--- src/rtl/window_extrema_finder_if.sv ---
// rtl/window_extrema_finder_if.sv - sample stream and result bundle for the window extrema finder
interface window_extrema_finder_if #(
    parameter int DATA_W = 8,
    parameter int IDX_W  = 5
);
    logic              start;
    logic              valid;
    logic [DATA_W-1:0] numb;
    logic              in_ready;
    logic              busy;
    logic              done;
    logic              Q;
    logic [DATA_W-1:0] maxnumb;
    logic [DATA_W-1:0] minnumb;
    logic [IDX_W-1:0]  maxidx;

    modport master (
        output start, valid, numb,
        input  in_ready, busy, done, Q, maxnumb, minnumb, maxidx
    );

    modport slave (
        input  start, valid, numb,
        output in_ready, busy, done, Q, maxnumb, minnumb, maxidx
    );
endinterface

--- src/rtl/window_extrema_finder.sv ---
// rtl/window_extrema_finder.sv - max/min/first-max-index over a window of WIN_LEN accepted samples
module window_extrema_finder #(
    parameter int DATA_W     = 8,
    parameter int WIN_LEN    = 20,
    parameter int SIGNED     = 0,
    parameter int CONTINUOUS = 0
) (
    input  logic                  CLK,
    input  logic                  RESETZ,
    window_extrema_finder_if.slave bus
);
    localparam int IDX_W = $clog2(WIN_LEN);
    localparam logic [IDX_W-1:0] LAST_IDX = IDX_W'(WIN_LEN - 1);

    typedef enum logic {IDLE, ACC} state_t;

    state_t            state, state_n;
    logic [IDX_W-1:0]  count, count_n;
    logic [DATA_W-1:0] run_max, run_max_n;
    logic [DATA_W-1:0] run_min, run_min_n;
    logic [IDX_W-1:0]  run_idx, run_idx_n;
    logic [DATA_W-1:0] res_max, res_max_n;
    logic [DATA_W-1:0] res_min, res_min_n;
    logic [IDX_W-1:0]  res_idx, res_idx_n;
    logic              done_r, done_n;
    logic              q_r, q_n;

    // Candidate running values if the current sample is accepted
    logic [DATA_W-1:0] cand_max, cand_min;
    logic [IDX_W-1:0]  cand_idx;

    function automatic logic greater(input logic [DATA_W-1:0] a, input logic [DATA_W-1:0] b);
        if (SIGNED != 0)
            return $signed(a) > $signed(b);
        else
            return a > b;
    endfunction

    always_comb begin
        cand_max = run_max;
        cand_min = run_min;
        cand_idx = run_idx;
        if (count == '0) begin
            cand_max = bus.numb;
            cand_min = bus.numb;
            cand_idx = '0;
        end else begin
            // Strict compares keep the earliest max index and the existing min on ties
            if (greater(bus.numb, run_max)) begin
                cand_max = bus.numb;
                cand_idx = count;
            end
            if (greater(run_min, bus.numb))
                cand_min = bus.numb;
        end
    end

    always_comb begin
        state_n   = state;
        count_n   = count;
        run_max_n = run_max;
        run_min_n = run_min;
        run_idx_n = run_idx;
        res_max_n = res_max;
        res_min_n = res_min;
        res_idx_n = res_idx;
        done_n    = 1'b0;
        q_n       = q_r;

        case (state)
            IDLE: begin
                if (bus.start) begin
                    state_n = ACC;
                    count_n = '0;
                    q_n     = 1'b0;
                end
            end
            ACC: begin
                if (bus.start) begin
                    count_n = '0;
                    q_n     = 1'b0;
                end else if (bus.valid) begin
                    run_max_n = cand_max;
                    run_min_n = cand_min;
                    run_idx_n = cand_idx;
                    if (count == LAST_IDX) begin
                        res_max_n = cand_max;
                        res_min_n = cand_min;
                        res_idx_n = cand_idx;
                        done_n    = 1'b1;
                        q_n       = 1'b1;
                        count_n   = '0;
                        state_n   = (CONTINUOUS != 0) ? ACC : IDLE;
                    end else begin
                        count_n = count + 1'b1;
                    end
                end
            end
            default: state_n = IDLE;
        endcase
    end

    always_ff @(posedge CLK or negedge RESETZ) begin
        if (!RESETZ) begin
            state   <= IDLE;
            count   <= '0;
            run_max <= '0;
            run_min <= '0;
            run_idx <= '0;
            res_max <= '0;
            res_min <= '0;
            res_idx <= '0;
            done_r  <= 1'b0;
            q_r     <= 1'b0;
        end else begin
            state   <= state_n;
            count   <= count_n;
            run_max <= run_max_n;
            run_min <= run_min_n;
            run_idx <= run_idx_n;
            res_max <= res_max_n;
            res_min <= res_min_n;
            res_idx <= res_idx_n;
            done_r  <= done_n;
            q_r     <= q_n;
        end
    end

    assign bus.in_ready = (state == ACC);
    assign bus.busy     = (state == ACC);
    assign bus.done     = done_r;
    assign bus.Q        = q_r;
    assign bus.maxnumb  = res_max;
    assign bus.minnumb  = res_min;
    assign bus.maxidx   = res_idx;
endmodule

--- src/flat_wrapper.sv ---
// flat-port wrapper written by rule: the top's interface ports become plain ports
module window_extrema_finder_flat 
#(
    parameter int DATA_W     = 8,
    parameter int WIN_LEN    = 20,
    parameter int SIGNED     = 0,
    parameter int CONTINUOUS = 0
)
  (CLK, RESETZ, bus_start, bus_valid, bus_numb, bus_in_ready, bus_busy, bus_done, bus_Q, bus_maxnumb, bus_minnumb, bus_maxidx);
  window_extrema_finder_if #(.DATA_W(DATA_W), .IDX_W(5)) bus_i ();
  input  logic CLK;
  input  logic RESETZ;
  input wire logic [$bits(bus_i.start)-1:0] bus_start;
  input wire logic [$bits(bus_i.valid)-1:0] bus_valid;
  input wire logic [$bits(bus_i.numb)-1:0] bus_numb;
  output wire logic [$bits(bus_i.in_ready)-1:0] bus_in_ready;
  output wire logic [$bits(bus_i.busy)-1:0] bus_busy;
  output wire logic [$bits(bus_i.done)-1:0] bus_done;
  output wire logic [$bits(bus_i.Q)-1:0] bus_Q;
  output wire logic [$bits(bus_i.maxnumb)-1:0] bus_maxnumb;
  output wire logic [$bits(bus_i.minnumb)-1:0] bus_minnumb;
  output wire logic [$bits(bus_i.maxidx)-1:0] bus_maxidx;
  assign bus_i.start = bus_start;
  assign bus_i.valid = bus_valid;
  assign bus_i.numb = bus_numb;
  assign bus_in_ready = bus_i.in_ready;
  assign bus_busy = bus_i.busy;
  assign bus_done = bus_i.done;
  assign bus_Q = bus_i.Q;
  assign bus_maxnumb = bus_i.maxnumb;
  assign bus_minnumb = bus_i.minnumb;
  assign bus_maxidx = bus_i.maxidx;
  window_extrema_finder #(.DATA_W(DATA_W), .WIN_LEN(WIN_LEN), .SIGNED(SIGNED), .CONTINUOUS(CONTINUOUS)) u_core (.CLK(CLK), .RESETZ(RESETZ), .bus(bus_i));
endmodule
--- config.mk ---
export PLATFORM = sky130hd
export DESIGN_NAME = window_extrema_finder_flat
export DESIGN_NICKNAME = d
export VERILOG_FILES = /design/src/rtl/window_extrema_finder_if.sv /design/src/rtl/window_extrema_finder.sv /design/src/flat_wrapper.sv
export SDC_FILE = /design/constraint.sdc
export NUM_CORES = 1
export LEC_CHECK = 0
export ABC_AREA = 1
export CAP_MARGIN = 20
export CORE_UTILIZATION = 48
export DETAILED_ROUTE_END_ITERATION = 12
export PLACE_DENSITY = 0.75
export SLEW_MARGIN = 5
export SYNTH_ARGS = -nofsm -noshare
export SYNTH_HDL_FRONTEND = slang
export SYNTH_SLANG_ARGS = --single-unit
export TNS_END_PERCENT = 5
--- constraint.sdc ---
create_clock -name CLK -period 1.75 [get_ports CLK]
set_input_delay 0.35 -clock CLK [delete_from_list [all_inputs] [get_ports CLK]]
set_output_delay 0.35 -clock CLK [all_outputs]
set_load 0.02 [all_outputs]
# After elaboration in Yosys (flattened, before gate mapping)
# Index checks and enable logic that the tools add are counted.
# W data, S select, Z words.
dict set report totals {
  regBits 50
  latch_bits 0
  ram_bits 0
  romBits 0
  inputBits 12
  output_inout_bits 25
  wordCells 51
  memories 0
}
dict set report op_classes {
  n_addsub 1
  n_mul 0
  div_mod_pow 0
  magnitude_cmp 2
  eq_ne 4
  shifts 0
  mux 27
  n_bitwise 2
  reduce_logical 5
}
# cell n
set op_table {}
lappend op_table {{$mux W8} 4}
lappend op_table {{$mux W5} 6}
lappend op_table {{$gt A8 B8 Y1} 2}
lappend op_table {{$mux W1} 14}
lappend op_table {{$pmux W5 S2} 1}
lappend op_table {{$ne A3 B3 Y1 const B} 2}
lappend op_table {{$reduce_and A3 Y1} 2}
lappend op_table {{$add A5 B1 Y5 const B} 1}
lappend op_table {{$eq A5 B5 Y1 const B} 1}
lappend op_table {{$logic_not A5 Y1} 1}
lappend op_table {{$pmux W1 S2} 2}
lappend op_table {{$reduce_and A4 Y1} 1}
lappend op_table {{$ne A2 B2 Y1 const B} 1}
lappend op_table {{$not A1 Y1} 2}
lappend op_table {{$reduce_and A2 Y1} 1}

# Depth between registers and ports, before layout
# Gate-level depths: netlist (run 1).
dict set report logic_depth {
  ltp_word 5
  mapped_depth 14
  ltp_nobuf 14
}

# Worst setup path after synthesis (run 1)
# Ideal clock, no wire load.
dict set report synth_timing {
  kind {flip-flop to flip-flop}
  start {reg u_core.run_max[7]}
  end {reg u_core.res_max[3] (netlist: u_core.bus.maxnumb[3])}
  setup_time_ns 0.117
  arrival_time_ns 1.460
  required_ns 1.633
  setup_slack_ns 0.173
  path_stages_with_launch 11
  path_buffers 1
  period_less_slack_ns 1.577
  cell_sequence {dfrtp_1 inv_1 ha_1 a21o_1 nor2_1 nand2_2 nand2_2 buf_6 nand3_2 nand3_1 nand2_1}
}
dict set report synth_between {
  elab_chain_len 4
}
# item line
set synth_lines {}
lappend synth_lines {{from (decl)} window_extrema_finder.sv:19} ;# logic [DATA_W-1:0] run_max, run_max_n;
lappend synth_lines {{from (signal assigned)} window_extrema_finder.sv:118} ;# run_max <= run_max_n;
lappend synth_lines {{$gt A8 B8 Y1} window_extrema_finder.sv:36} ;# return a > b;
lappend synth_lines {{$mux W1} window_extrema_finder.sv:43} ;# if (count == '0) begin
lappend synth_lines {{$mux W8} window_extrema_finder.sv:49} ;# if (greater(bus.numb, run_max)) begin
lappend synth_lines {{$mux W8} window_extrema_finder.sv:43}
lappend synth_lines {{to (signal assigned)} window_extrema_finder.sv:121} ;# res_max <= res_max_n;
lappend synth_lines {{to (decl)} window_extrema_finder.sv:22} ;# logic [DATA_W-1:0] res_max, res_max_n;
# Every way passes these cells. The select of a mux whose other input is x is not followed.
# A chain may end at the register's enable or synchronous reset.

# Final worst setup path (run 1)
dict set report layout_timing {
  start {reg u_core.run_max[3]}
  end {reg u_core.res_max[2] (netlist: u_core.bus.maxnumb[2])}
}
# The elaborated chain is that of the path after synthesis.

==> key figures, run 1 <==
Global route
  • GR Layer Usage met3: 0.04070
  • Vias in the first global route: 2,310
  • Largest net degree at the start of global routing: 51
  • Busiest grt layer: met2
  • Routing usage on met1: 0.3067
  • Met2 GRT Util: 0.3470
  • Global-route usage over all layers: 0.2224
  • Grt total ovfl: 0
  • Initial antenna violation count: 0
  • First-pass GRT wire length: 10,600 µm

Worst setup path
  • Worst Setup End Kind: flip-flop
  • Worst r2r src: u_core.run_max[3]$_DFFE_PN0P_
  • CP delay by family, top: simple AND/OR/NAND/NOR gates
  • WS Path Type: reg2reg
  • WP buf/inv: 3
  • Slowest-stage cell, CP: dfrtp_1
  • Crit Path Max Fanout: 6
  • CP max stage delay: 0.40 ns
  • Worst Setup SP: u_core.run_max[3]$_DFFE_PN0P_
  • Startpoint Class: flip-flop
  • Most used cell, CP: nand2_1
  • Reg2reg setup slack: 0.03 ns
  • Crit path cell chain: inv_2 > ha_4 > nand2_1 > inv_2 > nand2_1 > nand2_1 > nand2_1 > nand2_2 > nand2_4 > buf_6 > nand3_1 > nand3_1 > nand2_1
  • Reg2reg end: u_core.bus.maxnumb[2]$_DFFE_PN0P_
  • Worst r2r path cells: 13
  • CP arrival: 1.92 ns
  • Worst Path Required: 1.95 ns

Die
  • Die footprint: 0.006191 mm²
  • Initial core utilization: 0.5064
  • Row Count: 27
  • Die span in y: 78.69 µm
  • I/O pin cnt: 37
  • Die width: 78.69 µm
  • Core Area: 0.005574 mm²

Clocking
  • Insertion delay to the later sink of the worst-skew pair: 0.30 ns
  • Worst-case clock buffer depth: 2
  • Root Buffer: clkbuf_8
  • Cts bufs inserted: 5
  • CTS sink count: 50
  • Reg clk slew, reported paths: 0.09 ns
  • CTS tree: built
  • H-Tree Depth: 2

Placed design
  • IO buf count: 36
  • Final Wtd Congestion: 0.8872
  • Cells after DPL: 475
  • DP HPWL: 4400 µm

Route
  • Vias: 2,529
  • Drt wl/cell: 13.69 µm
  • Detailed Routing Iterations Pass 1: 4
  • Number of routed nets with antenna violations: 0
  • # DRC: 0
  • Via density: 5.182
  • DRT iter0 DRCs: 102
  • Routed WL: 6683 µm

Final layout
  • Area Overhead vs Synth: 31.74%
  • Final Util: 0.6671
  • Layout Cells excl Fill: 488
  • Layout cells sized above 1: 0.2163
  • Filler Cell Count: 451
  • ANT cells: 0
  • Nets: 447

Synthesis
  • Cell count after synthesis: 357
  • #FFs+latches synth: 50
  • Sequential-to-total area share from yosys stat: 0.4433
  • Yosys Warn Count: 0
  • Post-synthesis cell type count: 26
  • Mapped Avg Cell Area: 7.907 µm²
  • Syn Nets: 387
  • Syn Std Cell Area: 0.002823 mm²

STA
  • Layout Skew: 0.005963 ns
  • Fin Setup TNS: 0 ns
  • Fin crit period: 1.725 ns
  • FMAX: 579.8 MHz
  • Slew Limit Headroom: 0.7918
  • Final number of hold-violating endpoints: 0
  • Final setup fails: 0
  • RSZ-0062 raised after global routing: yes
  • Ratio of final minimum period to clock period: 0.9855
  • Slew Limit Fails: 0
  • Worst Tran Pin Value: 0.3120 ns

Min path
  • Worst min path class: in2async

Power and ir drop
  • Pwr dens: 828.2 mW/mm²
  • Overall power: 3.080 mW
  • Leakage: 1.952 nW
  • Peak VDD IR: 0.5256 mV

Flow run
  • Number of max-cap violations: 0

Status
  • Status: finished, final reports clean
-- cell families after synthesis --
kind of cell,after synthesis,synth area share
buffers and inverters,57,0.09486
AO/OA/AOI/OAI,13,0.02660
flip-flops,50,0.4433
AND/OR/NAND/NOR,216,0.3462
adder cells (fa/ha/maj),18,0.07979
XOR/XNOR,3,0.009310
-- flip-flops by register name, summed over array words and instances (netlist names) --
register	flops
u_core.run_min	8
u_core.count	5
u_core.bus.maxnumb	8
u_core.bus.minnumb	8
u_core.bus.Q	1
u_core.bus.busy	1
u_core.run_idx	5
u_core.run_max	8
u_core.bus.done	1
u_core.bus.maxidx	5
-- cell usage in the layout, fill, tap and decap left out, types with 5 or more instances in the layout --
cell type,synthesis,layout
nand3_2,6,13
inv_1,42,35
nand3_1,53,46
nor2_1,8,5
dfrtp_1,50,50
ha_1,18,11
buf_4,3,24
nand2_2,6,11
ha_4,0,7
inv_2,2,9
clkbuf_8,0,6
nand4_1,5,5
dlygate4sd2_1,0,8
nand2_1,134,125
clkdlybuf4s50_1,0,25
-- layer usage --
metal  share of wire  up-vias
met1            0.47     1210
met3           0.043       12
met5               0        -
met2            0.48       61
met4           0.014        0
li1                -     1246
-- per-stage QoR --
stage | instance area [µm²] | setup WS, ns | hold WS, ns
after global routing | 3719 | -0.07229 | 0.03200
after global placement | 3362 | -0.4429 | 0.3558
after detailed placement | 3362 | -0.4657 | 0.3601
final | 3719 | 0.02539 | 0.02284
after floorplan | 2823 | 0.1729 | 0.05441
after CTS | 3542 | -0.003653 | 0.02836
-- where the power goes --
| part | switching, mW | internal [mW] |
|---|---|---|
| sequential | 0.0845 | 1.26 |
| clock | 0.366 | 0.306 |
| combinational | 0.646 | 0.417 |
| total | 1.10 | 1.98 |
-- cell usage after synthesis --
master      n  share of area
nand2_1   134           0.18
nand3_1    53          0.094
dfrtp_1    50           0.44
inv_1      42          0.056
ha_1       18          0.080
nor2_1      8          0.011
nand2_2     6          0.013
nand3_2     6          0.021
a21oi_1     5         0.0089
buf_6       5          0.020
nand4_1     5          0.011
buf_4       3         0.0080
o22ai_1     3         0.0066
a21o_1      2         0.0053
buf_2       2         0.0035
clkbuf_1    2         0.0027
inv_2       2         0.0027
o21ai_0     2         0.0035
xor2_1      2         0.0062
a31oi_1     1         0.0022
inv_4       1         0.0022
nand4_2     1         0.0044
nor2_2      1         0.0022
nor2_4      1         0.0040
nor2_8      1         0.0071
xnor2_1     1         0.0031
-- worst max-delay path by stage --
stage	to	slack, ns	depth (start not counted)
after floorplan	u_core.bus.maxnumb[3]$_DFFE_PN0P_	0.17	10
after CTS	u_core.bus.maxnumb[2]$_DFFE_PN0P_	-0.004	10
after global routing	u_core.bus.maxnumb[2]$_DFFE_PN0P_	-0.07	13
after detailed placement	u_core.bus.minnumb[0]$_DFFE_PN0P_	-0.47	14
final	u_core.bus.maxnumb[2]$_DFFE_PN0P_	0.03	13
after global placement	u_core.bus.minnumb[1]$_DFFE_PN0P_	-0.44	14
-- cell type report --
type                            count  area [µm²]  share of cell area
Clock buffer                        6       82.58             0.02221
Inverter                           45       171.4             0.04610
Sequential cell                    50        1251              0.3365
Timing Repair Buffer               64       596.8              0.1605
Multi-Input combinational cell    251        1526              0.4105
Tap cell                           72       90.09             0.02423
-- what timing repair did --
action / 4_1_cts / 5_1_grt
gates resized for setup: 29 / 28
setup endpoints to repair: 42 / 43
pin swaps: 15 / 6
hold buffers: 0 / 0
cloned: 1 / 0
buffers inserted: 0 / 6
hold endpoints to repair: 0 / 0
(Power assumes the default switching activity.)
==> run 2: changes to the inputs <==
==> constraint.sdc (replaced) <==
create_clock -name CLK -period 1.75 [get_ports CLK]
set_input_delay 0.35 -clock CLK [delete_from_list [all_inputs] [get_ports CLK]]
set_output_delay 0.35 -clock CLK [all_outputs]
set_load 0.005 [all_outputs]
==> run 2 against run 1 <==
  * Total power rose by 0.97%
  * Global-route usage unchanged
  * Die area did not move
  * Utilization grew 0.40 points
  * Fmax fell by 0.31%
  * Combinational power about the same
  * Sequential power about the same
  * Sequential share of layout area is 0.20 points lower
==> key figures, run 2 (synthesis results as in run 1) <==
Power and ir drop
  • Peak VDD IR: 0.5269 mV
  • Pwr dens: 831.2 mW/mm²
  • Overall power: 3.110 mW
  • Leakage: 1.960 nW

Status
  • Status: finished, final reports clean

Route
  • Number of routed nets with antenna violations: 0
  • Routed WL: 6720 µm
  • # DRC: 0
  • DRT iter0 DRCs: 119
  • Vias: 2,573
  • Drt wl/cell: 13.77 µm
  • Via density: 5.273
  • Detailed Routing Iterations Pass 1: 5

Worst setup path
  • Slowest-stage cell, CP: dfrtp_1
  • CP max stage delay: 0.39 ns
  • Worst r2r src: u_core.run_max[2]$_DFFE_PN0P_
  • WP depth: 13
  • Startpoint Class: flip-flop
  • Worst r2r path cells: 13
  • WP buf/inv: 3
  • Worst Setup SP: u_core.run_max[2]$_DFFE_PN0P_
  • Worst Path Required: 1.95 ns
  • CP arrival: 1.93 ns
  • WS Path Type: reg2reg
  • CP delay by family, top: simple AND/OR/NAND/NOR gates
  • Worst Setup End Kind: flip-flop
  • Crit Path Max Fanout: 8
  • Crit path cell chain: inv_1 > ha_1 > nand2_1 > inv_2 > nand2_1 > nand2_2 > nand2_2 > nand2_2 > nand2_4 > buf_8 > nand3_2 > nand3_1 > nand2_1

Clocking
  • Insertion delay to the later sink of the worst-skew pair: 0.30 ns
  • Worst-case clock buffer depth: 2
  • Root Buffer: clkbuf_8
  • CTS sink count: 50
  • CTS tree: built
  • H-Tree Depth: 2
  • Cts bufs inserted: 5
  • Reg clk slew, reported paths: 0.08 ns

STA
  • Fin crit period: 1.730 ns
  • Slew Limit Fails: 0
  • RSZ-0062 raised after global routing: yes
  • Worst Tran Pin Value: 0.3195 ns
  • Final number of hold-violating endpoints: 0
  • Slew Limit Headroom: 0.7868
  • Final setup fails: 0
  • FMAX: 578.0 MHz
  • Layout Skew: 0.005416 ns
  • Ratio of final minimum period to clock period: 0.9886
  • Fin Setup TNS: 0 ns
  • PnR worst setup slack: 0.02001 ns

Final layout
  • Nets: 447
  • Layout cells sized above 1: 0.2356
  • Most frequent cells in the layout: nand2_1 (120), dfrtp_1 (50), nand3_1 (44)
  • Filler Cell Count: 451
  • Commonest non-fill, non-tap cell in the layout: nand2_1
  • Multi-input logic area: 0.001554 mm²
  • Finished Cell Area: 0.003741 mm²
  • ANT cells: 0
  • Area Overhead vs Synth: 32.54%
  • Register Area: 0.001251 mm²

Die
  • Die span in y: 78.69 µm
  • Initial core utilization: 0.5064
  • I/O pin cnt: 37
  • Core Area: 0.005574 mm²
  • Die width: 78.69 µm
  • Die footprint: 0.006191 mm²
  • Row Count: 27

Global route
  • Grt total ovfl: 0
  • First-pass GRT wire length: 10,600 µm
  • Largest net degree at the start of global routing: 51
  • Vias in the first global route: 2,310
  • Initial antenna violation count: 0
  • Global-route usage over all layers: 0.2224

Placed design
  • IO buf count: 36
  • DP Worst Slack: -0.4657 ns
  • DP HPWL: 4400 µm
  • Final Wtd Congestion: 0.8872
  • Placed cell area: 0.003362 mm²

Flow run
  • Number of max-cap violations: 0

Min path
  • Worst min path class: in2async
-- run 2: cell types whose count changed in the layout (fill, tap and decap cells not counted), moves of 2 or more --
cell and change:
nand2_1 -5, nand2_2 +4, clkdlybuf4s50_1 +2, dlymetal6s2s_1 -2
nand3_1 -2, nand3_2 +2
-- run 2: metrics by stage --
stage / util / hold slack (ns) / cells
3_5_place_dp: 0.6031 / 0.3601 / 475
4_1_cts: 0.6355 / 0.02836 / 482
5_1_grt: 0.6712 / 0.03200 / 488
3_3_place_gp: 0.6031 / 0.3558 / 475
6_report: 0.6712 / 0.02366 / 488
2_1_floorplan: - / 0.05441 / 357
-- run 2: worst reg2reg max path: stages, from the launching register on --
cell and delay, ns:
dfrtp_1 0.39, inv_1 0.11, ha_1 0.24, nand2_1 0.07, inv_2 0.04, nand2_1 0.08
nand2_2 0.06, nand2_2 0.05, nand2_2 0.07, nand2_4 0.12, buf_8 0.15, nand3_2 0.10
nand3_1 0.11, nand2_1 0.05
-- run 2: report_power, final --
part           total (mW)  switching (mW)  internal (mW)
combinational        1.09           0.667          0.427
clock               0.670           0.364          0.306
sequential           1.35          0.0854           1.26
total                3.11            1.12           1.99
-- run 2: cell type report --
type | instances | share of cell area
inverters | 45 | 0.04582
repair buffers | 64 | 0.1582
well taps | 72 | 0.02408
flip-flops and latches | 50 | 0.3344
multi-input cells | 251 | 0.4154
clock buffers | 6 | 0.02207
-- run 2: routing by layer --
layer | vias to the layer above | part of all wire | GRT usage | wire length [µm]
met1 | 1219 | 0.44 | 0.3067 | 2967
met4 | 0 | 0.013 | 0.08333 | 90
met2 | 92 | 0.48 | 0.3470 | 3256
met5 | - | 0 | 0 | 0
li1 | 1250 | - | - | -
met3 | 12 | 0.060 | 0.04070 | 406
-- run 2: worst paths after layout --
path	to	slack (ns)
worst min-delay path	u_core.bus.maxnumb[6]$_DFFE_PN0P_	0.02
max in group asynchronous	u_core.bus.maxnumb[1]$_DFFE_PN0P_	1.50
worst max-delay path	u_core.run_max[7]$_DFFE_PN0P_	0.02
min in group CLK	u_core.bus.minnumb[7]$_DFFE_PN0P_	0.48
worst min register to register	u_core.bus.minnumb[7]$_DFFE_PN0P_	0.48
worst max register to register	u_core.run_max[7]$_DFFE_PN0P_	0.02
-- run 2: timing repair --
item | 4_1_cts | 5_1_grt
gates resized for setup | 29 | 35
endpoints found under the setup margin | 42 | 41
hold buffers | 0 | 0
setup buffers | 0 | 6
hold endpoints to repair | 0 | 0
pin swaps | 15 | 10
gates cloned | 1 | 0
